$ cat src/rtl/zbus_port_dec_pkg.sv
// Shared constants for the Z80 AY port decoder: port address patterns,
// config-write prefix and FSM state encoding.
package zbus_port_dec_pkg;

  // {A15, A14, A1} patterns of the two AY ports
  localparam logic [2:0] PORT_REG   = 3'b110;  // #FFFD
  localparam logic [2:0] PORT_DAT   = 3'b100;  // #BFFD
  localparam logic [3:0] CFG_PREFIX = 4'hF;

  typedef enum logic [1:0] {
    ST_IDLE  = 2'd0,
    ST_PULSE = 2'd1,
    ST_HOLD  = 2'd2
  } state_e;

  function automatic logic port_hit(input logic [2:0] addr, input logic [2:0] port);
    return (addr == port);
  endfunction

endpackage

$ cat src/rtl/zbus_sync.sv
// Multi-flop synchroniser for one asynchronous Z80 strobe; resets to the
// inactive (high) level so no strobe is seen while reset is applied.
module zbus_sync #(
  parameter int unsigned STAGES = 2
) (
  input  logic clk,
  input  logic rst_n,
  input  logic d_i,
  output logic q_o
);

  logic [STAGES-1:0] sync_q;

  // shift the async input through the flop chain
  always_ff @(posedge clk or negedge rst_n) begin
    if (!rst_n) begin
      sync_q <= '1;
    end else begin
      sync_q <= {sync_q[STAGES-2:0], d_i};
    end
  end

  assign q_o = sync_q[STAGES-1];

endmodule

$ cat src/rtl/zbus_port_dec.sv
// Z80 I/O front end: synchronises the bus strobes, decodes #FFFD/#BFFD and
// generates config write strobes, timed AY write pulses and the read enable.
module zbus_port_dec
  import zbus_port_dec_pkg::*;
#(
  parameter int unsigned SYNC_STAGES = 2,
  parameter int unsigned WR_PULSE    = 4
) (
  input  logic       clk,
  input  logic       rst_n,
  input  logic       z_a15,
  input  logic       z_a14,
  input  logic       z_a1,
  input  logic       z_iorq_n,
  input  logic       z_m1_n,
  input  logic       z_wr_n,
  input  logic       z_rd_n,
  input  logic [7:0] z_d,
  output logic       cfg_wrstb,
  output logic [7:0] cfg_d,
  output logic       dev_wr_n,
  output logic       dev_a0,
  output logic [7:0] dev_wdata,
  output logic       dev_rd_n,
  output logic       busy
);

  localparam logic [3:0] PULSE_LOAD = 4'(WR_PULSE - 1);

  logic iorq_s, wr_s, rd_s, m1_s;
  logic wr_act_s, rd_act_s, sel_reg_s, sel_dat_s;

  zbus_sync #(.STAGES(SYNC_STAGES)) u_sync_iorq (.clk(clk), .rst_n(rst_n), .d_i(z_iorq_n), .q_o(iorq_s));
  zbus_sync #(.STAGES(SYNC_STAGES)) u_sync_wr   (.clk(clk), .rst_n(rst_n), .d_i(z_wr_n),   .q_o(wr_s));
  zbus_sync #(.STAGES(SYNC_STAGES)) u_sync_rd   (.clk(clk), .rst_n(rst_n), .d_i(z_rd_n),   .q_o(rd_s));
  zbus_sync #(.STAGES(SYNC_STAGES)) u_sync_m1   (.clk(clk), .rst_n(rst_n), .d_i(z_m1_n),   .q_o(m1_s));

  // M1 low together with IORQ is an interrupt acknowledge, never a port access
  assign wr_act_s  = ~iorq_s & ~wr_s & m1_s;
  assign rd_act_s  = ~iorq_s & ~rd_s & m1_s;
  assign sel_reg_s = port_hit({z_a15, z_a14, z_a1}, PORT_REG);
  assign sel_dat_s = port_hit({z_a15, z_a14, z_a1}, PORT_DAT);

  state_e     state_q, state_d;
  logic [3:0] cnt_q, cnt_d;
  logic       cfg_wrstb_q, cfg_wrstb_d;
  logic [7:0] cfg_data_q, cfg_data_d;
  logic       dev_wr_n_q, dev_wr_n_d;
  logic       dev_a0_q, dev_a0_d;
  logic [7:0] dev_wdata_q, dev_wdata_d;
  logic       dev_rd_n_q, dev_rd_n_d;
  logic       busy_q, busy_d;

  // next-state and registered-output logic of the write FSM and read path
  always_comb begin
    state_d     = state_q;
    cnt_d       = cnt_q;
    cfg_wrstb_d = 1'b0;
    cfg_data_d  = cfg_data_q;
    dev_wr_n_d  = dev_wr_n_q;
    dev_a0_d    = dev_a0_q;
    dev_wdata_d = dev_wdata_q;

    case (state_q)
      ST_IDLE: begin
        if (wr_act_s && sel_reg_s && (z_d[7:4] == CFG_PREFIX)) begin
          cfg_data_d  = z_d;
          cfg_wrstb_d = 1'b1;
          state_d     = ST_HOLD;
        end else if (wr_act_s && (sel_reg_s || sel_dat_s)) begin
          dev_a0_d    = sel_dat_s;
          dev_wdata_d = z_d;
          dev_wr_n_d  = 1'b0;
          cnt_d       = PULSE_LOAD;
          state_d     = ST_PULSE;
        end else begin
          state_d = ST_IDLE;
        end
      end
      ST_PULSE: begin
        // pulse length is fixed by the counter, not by how long /WR stays low
        if (cnt_q == 4'd0) begin
          dev_wr_n_d = 1'b1;
          state_d    = ST_HOLD;
        end else begin
          cnt_d = cnt_q - 4'd1;
        end
      end
      ST_HOLD: begin
        if (!wr_act_s) begin
          state_d = ST_IDLE;
        end else begin
          state_d = ST_HOLD;
        end
      end
      default: begin
        state_d    = ST_IDLE;
        dev_wr_n_d = 1'b1;
        cnt_d      = 4'd0;
      end
    endcase

    busy_d     = (state_d != ST_IDLE);
    // a concurrent write always wins over a read
    dev_rd_n_d = ~(rd_act_s & sel_reg_s) | wr_act_s | busy_d;
  end

  // state and output registers
  always_ff @(posedge clk or negedge rst_n) begin
    if (!rst_n) begin
      state_q     <= ST_IDLE;
      cnt_q       <= 4'd0;
      cfg_wrstb_q <= 1'b0;
      cfg_data_q  <= 8'hFF;
      dev_wr_n_q  <= 1'b1;
      dev_a0_q    <= 1'b0;
      dev_wdata_q <= 8'hFF;
      dev_rd_n_q  <= 1'b1;
      busy_q      <= 1'b0;
    end else begin
      state_q     <= state_d;
      cnt_q       <= cnt_d;
      cfg_wrstb_q <= cfg_wrstb_d;
      cfg_data_q  <= cfg_data_d;
      dev_wr_n_q  <= dev_wr_n_d;
      dev_a0_q    <= dev_a0_d;
      dev_wdata_q <= dev_wdata_d;
      dev_rd_n_q  <= dev_rd_n_d;
      busy_q      <= busy_d;
    end
  end

  assign cfg_wrstb = cfg_wrstb_q;
  assign cfg_d     = cfg_data_q;
  assign dev_wr_n  = dev_wr_n_q;
  assign dev_a0    = dev_a0_q;
  assign dev_wdata = dev_wdata_q;
  assign dev_rd_n  = dev_rd_n_q;
  assign busy      = busy_q;

endmodule
$ cat config.mk
export PLATFORM = sky130hd
export DESIGN_NAME = zbus_port_dec
export DESIGN_NICKNAME = d
export VERILOG_FILES = /design/src/rtl/zbus_port_dec_pkg.sv /design/src/rtl/zbus_sync.sv /design/src/rtl/zbus_port_dec.sv
export SDC_FILE = /design/constraint.sdc
export NUM_CORES = 1
export LEC_CHECK = 0
export ABC_AREA = 1
export BUFFER_PORTS_ARGS = -buffer_cell sky130_fd_sc_hd__buf_2
export CORE_MARGIN = 4
export CORE_UTILIZATION = 45
export DETAILED_ROUTE_END_ITERATION = 16
export PLACE_DENSITY = 0.7
export SYNTH_ARGS = -nofsm -noshare
export SYNTH_HDL_FRONTEND = slang
export SYNTH_HIERARCHICAL = 1
export SYNTH_SLANG_ARGS = --single-unit
$ cat constraint.sdc
create_clock -name clk -period 2.7 [get_ports clk]
set_clock_uncertainty 0.05 [all_clocks]
set_input_delay 0.135 -clock clk [delete_from_list [all_inputs] [get_ports clk]]
set_output_delay 0.135 -clock clk [all_outputs]
set_load 0.005 [all_outputs]
### After elaboration in Yosys (flattened, before gate mapping)

Cells that the tools add are included.

* $add $sub $neg: 1
* equal/unequal tests: 9
* muxes and demuxes: 15
* bitwise gates (word level): 13
* reduce and logical (&&, ||, !) cells: 11

Operator list (count)
* two-way mux 4 bit: 3
* one-hot mux 4 bit (3 select lines): 1
* inequality test 2 bit (second input constant): 4
* AND reduction 4 bit: 2
* == test 3 bit (second input constant): 2
* two-way mux 1 bit: 6
* two-way mux 2 bit: 3
* inverter 1 bit: 6
* one-hot mux 2 bit (3 select lines): 1
* AND 1 bit: 5
* == test 4 bit (second input constant): 1
* logical NOT 4 bit: 1
* subtractor 4 x 1 -> 4 bit (second input constant): 1
* logical AND 1 bit: 3
* one-hot mux 1 bit (3 select lines): 1
* AND reduction 3 bit: 1
* == test 2 x 1 -> 1 bit (second input constant): 1
* == test 2 bit (second input constant): 1
* logical NOT 2 bit: 1
* bitwise OR 1 bit: 2
* AND reduction 2 bit: 1
* nonzero test 2 bit: 1
* logical OR 1 bit: 1

* flip-flop bits (word level): 35
* input bits: 17
* output and inout port bits: 21
* logic and storage cells: 62

### Depth between registers and ports, before layout

* word-level depth: 9
* mapped depth: 8
* gate-level depth less buffers: 8

### Hierarchy

Netlist, hierarchy kept.

By module, submodules not included
* zbus_port_dec: instances 1, cells each 144, area each 1251.2 um2, seq. area each 698.2 um2
* zbus_sync: instances 4, cells each 2, area each 52.6 um2, seq. area each 52.6 um2

### Worst setup path after synthesis

OpenSTA, ideal clock, no wires.

* kind: reg-to-reg
* start point: register u_sync_m1.sync_q[1]
* end point: register dev_a0_q (netlist: dev_a0)
* setup time: 0.116 ns
* data arrival time: 1.063 ns
* required time: 2.534 ns
* setup slack: 1.471 ns
* cell stages (with the launch flop): 7
* buffers on the path: 1
* period minus slack after synthesis: 1.229 ns
* path through: dfstp_2 -> nand2_1 -> nor2_2 -> nand3_2 -> buf_6 -> nand2_1 -> nand2_1

* word-level cells in the longest chain between the ends: 5
* elaborated cells between the ends (all ways): 6
* those cells by class: bitwise: 2; reduce/logical: 4

RTL lines
* start: declaration: line zbus_sync.sv:12 `logic [STAGES-1:0] sync_q;`
* start signal: assignment: line zbus_sync.sv:19 `sync_q <= {sync_q[STAGES-2:0], d_i};`
* AND 1 bit *: line zbus_port_dec.sv:39 `assign wr_act_s = ~iorq_s & ~wr_s & m1_s;`
* logical AND 1 bit (2 in a row): line zbus_port_dec.sv:66 `if (wr_act_s && sel_reg_s && (z_d[7:4] == CFG_PREFIX)) begin`
* inverter 1 bit (no line)
* AND reduction 3 bit (no line) *
* end signal: assignment: line zbus_port_dec.sv:126 `dev_a0_q <= dev_a0_d;`
* end: declaration: line zbus_port_dec.sv:49 `logic dev_a0_q, dev_a0_d;`

Every way passes the cells marked *; elsewhere a longest branch is shown, timed or not.
A chain may end at the register's enable or synchronous reset.

### Final worst setup path

* start point: register u_sync_m1.sync_q[1]
* end point: register dev_wdata_q[3] (netlist: dev_wdata[3])

* word-level cells in the longest chain between the ends: 5
* elaborated cells between the ends (all ways): 6
* those cells by class: bitwise: 2; reduce/logical: 4

RTL lines
* AND 1 bit *: line zbus_port_dec.sv:39
* logical AND 1 bit (2 in a row): line zbus_port_dec.sv:66
* inverter 1 bit (no line)
* AND reduction 3 bit (no line) *
* end signal: assignment: line zbus_port_dec.sv:127 `dev_wdata_q <= dev_wdata_d;`
* end: declaration: line zbus_port_dec.sv:50 `logic [7:0] dev_wdata_q, dev_wdata_d;`

Marks and branches as above.

==> impl_metrics.env <==
export IMPL_synth_seq_cells=35
export IMPL_maxCapViolCount=0
export IMPL_fin_ws_ns=1.23
export IMPL_muxShareOfSynthArea=0
export IMPL_clock_fmax_mhz=679
export IMPL_synth_cells=152
export IMPL_die_area_mm2=0.00422
export IMPL_status="completed"
export IMPL_layout_commonest_cell="nand2_1"
export IMPL_hold_class="input port to flip-flop"
export IMPL_antennaDiodeCount=0
export IMPL_drt_total_wl_mm=2.79
export IMPL_slew_headroom=0.503
export IMPL_die_w_um=65.0
export IMPL_via_per_inst=4.52
export IMPL_drtPass1Iterations=4
export IMPL_fillers=256
export IMPL_layout_common_cells="61 x nand2_1, 37 x buf_2, 26 x dfstp_2"
export IMPL_post_dp_hpwl_mm=2.01
export IMPL_grt_pass1_wl_mm=4.89
export IMPL_drc=0
export IMPL_period_needed_ns=1.47
export IMPL_worst_ep_required_time_ns=2.94
export IMPL_cts_sinks=35
export IMPL_postCtsSetupRepairBufs=0
export IMPL_worstHoldStart="z_a15"
export IMPL_fin_nets=228
export IMPL_yosysWarnings=6
export IMPL_ir_drop_mv=0.401
export IMPL_placementRows=20
export IMPL_synth_xor_area_frac=0.00599
export IMPL_die_height_um=65.0
export IMPL_cts_max_path_buffers=2
export IMPL_setup_violations=0
export IMPL_port_buffers=37
export IMPL_finalCritPeriodShare=0.546
export IMPL_yosysSeqAreaShare=0.622
export IMPL_worstRegToRegCells=6
export IMPL_synth_top_area_cell="dfstp_2"
export IMPL_ant_nets=0
export IMPL_power_density_mw_per_mm2=765
export IMPL_cts_tree="built"
export IMPL_synth_top_family_by_area="simple AND/OR/NAND/NOR gates"
export IMPL_clock_latency_ns=0.33
export IMPL_grt_max_degree=36
export IMPL_post_route_util=0.624
export IMPL_syn_nets=171
export IMPL_synth_compound_gate_area_share=0.0240
export IMPL_yosys_top_cells_area="dfstp_2 47%, nand2_1 16%, dfrtp_1 15%"
export IMPL_grt_pass1_vias=1085
export IMPL_io_pins=38
export IMPL_critPathCaptureType="flip-flop"
export IMPL_clockRootBuffer="clkbuf_4"
export IMPL_whs_path_depth=5
export IMPL_antenna_found_initial=0
export IMPL_h_tree_depth=2
export IMPL_rr_startpoint="u_sync_m1/sync_q[1]"
export IMPL_synth_area_mm2=0.00146
export IMPL_grt_use_total=0.153
export IMPL_postSynthAreaPerCell_um2=9.61
export IMPL_wl_per_cell_um=11.0
export IMPL_worst_pin_slew_ns=0.745
export IMPL_fp_coreArea_mm2=0.00308
export IMPL_rsz0062_at_grt="false"
export IMPL_slew_viol_final=0
export IMPL_hold_viol=0
export IMPL_path_clk_slew_ns=0.11
export IMPL_crit_arrival_ns=1.71
export IMPL_syn2layout_area_growth_pct=31.4
export IMPL_via_count=1148
export IMPL_pre_cts_ws_ns=1.25
export IMPL_drive_above_1_share=0.414
export IMPL_cts_buffers=5
export IMPL_crit_type="flip-flop to flip-flop"
export IMPL_synth_top_cell_area_share=0.467
export IMPL_synth_simple_area_share=0.295
export IMPL_first_iter_violations=33
export IMPL_critPathLaunchType="flip-flop"
export IMPL_p_leak_nw=1.00
export IMPL_yosysUniqueCellTypes=20
export IMPL_grt_ovfl_total=0
export IMPL_critPathMaxFanout=13
export IMPL_synth_adder_area_share=0.0171
export IMPL_whs_ns=0.131
export IMPL_crit_start="u_sync_m1/sync_q[1]"
export IMPL_start_util=0.475
export IMPL_setup_tns_ns=0
export IMPL_gp_congestion=0.771
==> cell families after synthesis <==
family	Yosys count
AO/OA/AOI/OAI	7
AND/OR/NAND/NOR	95
adder cells (fa/ha/maj)	2
XOR/XNOR	1
buffers and inverters	12
flip-flops	35
==> worst max-delay path, cell delays in order (launching register included) <==
cell,delay [ns]
dfstp_2,0.57
nand2_1,0.08
nor2_2,0.13
nand3_2,0.24
inv_2,0.22
nand2_1,0.07
nand2_1,0.06
==> flip-flops by register name, summed over array words and instances (netlist names), 2 cells and up <==
| register | count |
|---|---|
| u_sync_m1/sync_q | 2 |
| cfg_d | 8 |
| u_sync_wr/sync_q | 2 |
| u_sync_rd/sync_q | 2 |
| cnt_q | 4 |
| u_sync_iorq/sync_q | 2 |
| state_q | 2 |
| dev_wdata | 8 |
==> final timing paths <==
kind	end	slack (ns)
min	dev_a0	0.13
max in group asynchronous	dev_a0	1.79
min reg2reg	u_sync_iorq/sync_q[1]	0.31
min in group asynchronous	cnt_q[3]	0.34
max	dev_wdata[3]	1.23
max reg2reg	dev_wdata[3]	1.23
==> stage by stage <==
stage | area (um^2) | std cells | power [mW]
finish | 1920 | 254 | 1.47
global route | 1920 | 254 | 1.58
CTS | 1920 | 254 | 1.49
detailed placement | 1690 | 232 | 1.07
global placement | 1690 | 232 | 1.05
floorplan | 1460 | 152 | 0.935
==> layer usage <==
layer	global-route usage	wire length [um]
met1	0.196	1250
met2	0.243	1350
met3	0.0520	155
met4	0.0475	42
met5	0	0
==> layout make-up <==
cell class	count	area, um^2	share of cell area
Sequential cell	35	908	0.473
Multi-Input combinational cell	105	499	0.260
Timing Repair Buffer	51	325	0.169
Tap cell	44	55.1	0.0287
Clock buffer	6	51.3	0.0267
Inverter	11	42.5	0.0221
Clock inverter	2	38.8	0.0202
==> where the power goes <==
part           internal [mW]  total [mW]  switching (mW)
Combinational          0.154       0.352           0.198
Clock                  0.224       0.402           0.179
Sequential             0.658       0.716          0.0578
==> synthesized netlist by cell type (all sizes together) <==
cell type,number
nor2,18
a21oi,2
nand3,9
dfstp,26
xnor2,1
clkinv,1
inv,10
ha,2
o21ai,5
buf,1
or2,4
nand2,63
dfrtp,9
nand4,1
==> timing repair <==
| action | 4_1_cts | 5_1_grt |
|---|---|---|
| hold buffers | 14 | 0 |
| resized for setup | 0 | 0 |
| hold endpoints to repair | 26 | 0 |
Power figures use the tool's default switching activity.
